### config.mk
export PLATFORM = sky130hd
export DESIGN_NAME = regfile_wb_ctrl
export DESIGN_NICKNAME = d
export VERILOG_FILES = /design/src/rtl/regfile_pkg.sv /design/src/rtl/rr_arb2.sv /design/src/rtl/regfile_wb_ctrl.sv
export SDC_FILE = /design/constraint.sdc
export NUM_CORES = 1
export LEC_CHECK = 0
export CORE_ASPECT_RATIO = 1.5
export CORE_MARGIN = 8
export CORE_UTILIZATION = 40
export CTS_CLUSTER_DIAMETER = 100
export DETAILED_ROUTE_END_ITERATION = 6
export GPL_TIMING_DRIVEN = 0
export PLACE_DENSITY = 0.72
export SLEW_MARGIN = 20
export SYNTH_ARGS = -nofsm -noshare
export SYNTH_HDL_FRONTEND = slang
export SYNTH_SLANG_ARGS = --single-unit
### constraint.sdc
create_clock -name clk -period 2.6 [get_ports clk]
set_clock_uncertainty 0.05 [all_clocks]
set_input_delay 0.26 -clock clk [delete_from_list [all_inputs] [get_ports clk]]
set_output_delay 0.26 -clock clk [all_outputs]
set_load 0.05 [all_outputs]
### src/rtl/regfile_pkg.sv
// Shared register file types and sizes, used by the writeback controller and the regfile itself.
package regfile_pkg;
   localparam int DATA_W = 36;
   localparam int ADDR_W = 5;
   localparam int NREG   = 32;

   typedef logic [ADDR_W-1:0] reg_addr_t;
   typedef logic [DATA_W-1:0] reg_data_t;

   // Writeback source identity; also the round-robin pointer encoding.
   typedef enum logic {
      SRC_ALU = 1'b0,
      SRC_MEM = 1'b1
   } src_t;
endpackage

### src/rtl/rr_arb2.sv
// 2-way round-robin arbiter: combinational grant (0 cycles), pointer flop passes priority to the
// loser after each grant; a requester that is not granted simply waits with its request held.
module rr_arb2
   import regfile_pkg::*;
(
   input  logic       clk,
   input  logic       rst_n,
   input  logic [1:0] req,
   output logic [1:0] gnt
);
   src_t ptr_q, ptr_d;

   always_comb begin
      gnt   = req;
      ptr_d = ptr_q;
      if (req == 2'b11) begin
         gnt = (ptr_q == SRC_ALU) ? 2'b01 : 2'b10;
      end
      if (gnt[0]) begin
         ptr_d = SRC_MEM;
      end else if (gnt[1]) begin
         ptr_d = SRC_ALU;
      end
   end

   always_ff @(posedge clk or negedge rst_n) begin
      if (!rst_n) begin
         ptr_q <= SRC_ALU;
      end else begin
         ptr_q <= ptr_d;
      end
   end
endmodule

### src/rtl/regfile_wb_ctrl.sv
// Register file write-port owner: arbitrates ALU/load writebacks (1 reg stage, data stored 2 edges
// after handshake), tracks busy registers for RAW queries and stalls issue on WAW via issue_ready.
module regfile_wb_ctrl
   import regfile_pkg::*;
(
   input  logic              clk,
   input  logic              rst_n,
   input  logic              alu_valid,
   output logic              alu_ready,
   input  logic [ADDR_W-1:0] alu_addr,
   input  logic [DATA_W-1:0] alu_data,
   input  logic              mem_valid,
   output logic              mem_ready,
   input  logic [ADDR_W-1:0] mem_addr,
   input  logic [DATA_W-1:0] mem_data,
   input  logic              issue_valid,
   input  logic [ADDR_W-1:0] issue_addr,
   output logic              issue_ready,
   input  logic [ADDR_W-1:0] q1_addr,
   input  logic [ADDR_W-1:0] q2_addr,
   output logic              q1_busy,
   output logic              q2_busy,
   output logic              write_enable,
   output logic [ADDR_W-1:0] write_addr,
   output logic [DATA_W-1:0] write_data
);
   logic [1:0]      gnt;
   logic            wb_hs;
   reg_addr_t       wb_addr;
   reg_data_t       wb_data;

   logic [NREG-1:0] busy_q, busy_d;
   logic            we_q, we_d;
   reg_addr_t       waddr_q, waddr_d;
   reg_data_t       wdata_q, wdata_d;

   rr_arb2 u_arb (
      .clk   (clk),
      .rst_n (rst_n),
      .req   ({mem_valid, alu_valid}),
      .gnt   (gnt)
   );

   assign alu_ready = gnt[0];
   assign mem_ready = gnt[1];
   assign wb_hs     = |gnt;
   assign wb_addr   = gnt[1] ? mem_addr : alu_addr;
   assign wb_data   = gnt[1] ? mem_data : alu_data;

   assign issue_ready = (issue_addr == '0) | ~busy_q[issue_addr];

   // The pending-write term covers the commit edge, where a registered read still sees old data.
   assign q1_busy = (q1_addr != '0) & (busy_q[q1_addr] | (we_q & (waddr_q == q1_addr)));
   assign q2_busy = (q2_addr != '0) & (busy_q[q2_addr] | (we_q & (waddr_q == q2_addr)));

   always_comb begin
      busy_d  = busy_q;
      we_d    = 1'b0;
      waddr_d = waddr_q;
      wdata_d = wdata_q;
      if (wb_hs) begin
         busy_d[wb_addr] = 1'b0;
         we_d            = (wb_addr != '0);
         waddr_d         = wb_addr;
         wdata_d         = wb_data;
      end
      if (issue_valid && issue_ready && (issue_addr != '0)) begin
         busy_d[issue_addr] = 1'b1;
      end
      busy_d[0] = 1'b0;
   end

   always_ff @(posedge clk or negedge rst_n) begin
      if (!rst_n) begin
         busy_q  <= '0;
         we_q    <= 1'b0;
         waddr_q <= '0;
         wdata_q <= '0;
      end else begin
         busy_q  <= busy_d;
         we_q    <= we_d;
         waddr_q <= waddr_d;
         wdata_q <= wdata_d;
      end
   end

   assign write_enable = we_q;
   assign write_addr   = waddr_q;
   assign write_data   = wdata_q;
endmodule

==> run metrics <==
status=completed; Hold Vio Cnt, Final=0; first-pass GRT wire length=approximately 24,000 um; Worst-Margin Slew=roughly 1.1 ns; Design Power=4.66 mW; synthesized instance count=about 420; maximum VDD drop=0.431 mV; kind of critical path=in -> out; final net count=slightly below 700; Yosys warnings=0; drt first pass iters=5; WL per Instance=~21 um; die width=~100 um; Pleak=2.60 nW; DR vias=~4,300; H-tree depth=3; final worst path period share=about 97%; clock-pin transition on the worst setup and hold timing paths=0.06 ns; Vias per Instance=just under 6; RSZ-0062 raised after global routing=no; final number of max-transition violations=0; reg2reg start=u_arb.ptr_q; Clock Power Share=26.7%; Post-synth top cells=74 x dfrtp_1, 70 x o21ai_0, 46 x nand2_1; die height=roughly 140 um; CP Data Arrival Time=approximately 2.2 ns; largest net degree at the start of global routing=46; clock sink count=between 70 and 80; Switching Share=36.1%; Reg power frac=between 30 and 40%; Worst Hold Class=in -> async; async set or reset register ratio after synthesis=100%; synth unique cells=47; Startpoint Class=primary input; GRT Util Overall=between 20% and 30%; root buffer cell=clkbuf_16; WP data required=~2.3 ns; layout cells sized above 1=between 10% and 20%; reg2reg path depth=8; setup violators final=0; worst skew pair latency=roughly 0.33 ns; part of the power in combinational logic=between 30% and 40%; DRT antenna net count=0; vias in the first global route=~4,700; Starting Density=~40%; Top FF cell, synth=dfrtp_1; dpl cells=between 700 and 800; core region area=around 11,000 sq um; Overflow after GRT=0; most frequent cell after synthesis=dfrtp_1; Num CTS Buffers=9; clk buf depth=2; Mapped Nets=523; initial antenna violation count=0; IO Pins=about 150; power per cell area=723 nW/um^2; minimum clock period=~2.5 ns; worst slack, placed=-0.940 ns; setup ws final=around 0.09 ns; drc violations=0; Synth top area share=between 40% and 50%; CTS tree=built; HPWL after DPL=between 10,000 and 15,000 um; internal power=just under 3 mW; Reg2Reg Setup Slack=0.39 ns; Rows=47; max-cap viol count=0; Psw=between 1.5 and 2 mW; Synth Area per Inst=10.5 sq um; DR iter-0 viols=around 310; CP Capture Type=output port; n_diodes=0; fmax=between 300 and 400 MHz; top post-synthesis cells by area=dfrtp_1 42%, mux2i_1 9.3%, o21ai_0 7.9%; Post-Syn Area=roughly 4400 sq um; die footprint=~15,000 sq um; EDFF count, synth=0; Final Wtd Congestion=0.890; r2r endpoint=busy_q[19]; Layout Cells excl Fill=731; synthesized flop and latch total=between 70 and 80; Yosys top cell by area=dfrtp_1; crit path max fanout=10; area growth from synthesis to layout=45.5%; Slew headroom=26.7%; sequential element share of the synthesized area=about two fifths; buffers added on ports=approximately 150; Routed WL=~15,000 um
## metrics by stage
step | setup TNS [ns] | hold WS [ns] | util, % | area (sq um)
4_1_cts | 0 | 0.358 | 58.8 | 6430
5_1_grt | 0 | 0.401 | 58.9 | 6440
3_3_place_gp | -103.88 | 0.443 | 55.5 | 6070
3_5_place_dp | -3.53 | 0.173 | 55.7 | 6100
6_report | 0 | 0.365 | 58.9 | 6440
2_1_floorplan | 0 | -0.0856 | - | 4440
## cell families after synthesis
kind of cell	Yosys count	share of synthesized area [%]
compound gates	132	17.8
mux	71	22.8
buf+inv	31	3.42
simple gates	103	12.1
flops	74	41.8
xor+xnor	10	1.98
## layout by cell type (no fill, tap or decap), drive strengths merged, types with 3 or more instances in the layout
master         netlist  routed
clkdlybuf4s50        0     133
dfrtp               74      74
o21ai               74      74
nand2               47      47
mux2i               42      42
o31ai               31      31
clkbuf              10      28
mux4                21      21
buf                 17      21
nor2                12      12
a21oi               10      10
mux2                 8       8
nor4                 8       8
xor2                 8       8
nand2b               7       7
a31oi                6       6
inv                  4       4
nor3b                4       4
nor2b                3       3
or4b                 3       3
or4                  3       3
clkdlybuf4s15        0       3
nor3                 3       3
## layout make-up
cell class,count,area (sq um)
Fill cell,944,4500
Multi-Input combinational cell,316,2430
Sequential cell,74,1850
Timing Repair Buffer,148,1490
Clock buffer,15,298
Tap cell,147,184
Buffer,26,164
Inverter,4,15.0
Clock inverter,1,5.00
## power by group through the flow
| stage | Clock, mW | Sequential [mW] | Combinational (mW) |
|---|---|---|---|
| finish | 1.24 | 1.66 | 1.75 |
| global route | 1.31 | 1.69 | 1.87 |
| CTS | 1.27 | 1.65 | 1.75 |
| detailed placement | 0 | 1.66 | 1.74 |
| global placement | 0 | 1.64 | 1.70 |
| floorplan | 0 | 1.94 | 0.768 |
## registers in the layout, summed over array words and instances, names as in the netlist
register      count
u_arb.ptr_q       1
write_enable      1
write_addr        5
write_data       36
busy_q           31
## repair_timing
item | CTS | global route
buffers inserted | 0 | 1
endpoints found under the setup margin | 5 | 4
pin swaps | 0 | 1
hold buffers | 1 | 0
gates resized for setup | 40 | 13
hold endpoints to repair | 29 | 0
gates cloned | 0 | 0
## worst max-delay path by stage
stage,cells past startpoint,startpoint,slack [ns],endpoint
2_1_floorplan,4,issue_addr[0],0.09,issue_ready
3_3_place_gp,1,rst_n,-1.36,write_addr[1]
3_5_place_dp,6,issue_addr[0],-0.94,issue_ready
4_1_cts,7,q1_addr[1],0.007,q1_busy
5_1_grt,5,busy_q[21],0.005,q2_busy
6_report,6,issue_addr[0],0.09,issue_ready
## worst max-delay path, stage by stage
cell and delay [ns]:
clkdlybuf4s15_2 0.28, buf_6 0.19, mux4_2 0.53, mux4_2 0.49
mux2i_1 0.20, buf_4 0.24
## routing by layer
| layer | vias to the layer above | GRT usage [%] | share of wire [%] |
|---|---|---|---|
| met5 | - | 0 | 0 |
| met2 | 261 | 37.0 | 50 |
| met4 | 0 | 10.2 | 3.5 |
| met3 | 43 | 9.20 | 11 |
| met1 | 2036 | 21.6 | 35 |
| li1 | 1925 | - | - |
No activity file was read; power rests on OpenSTA's default activity.
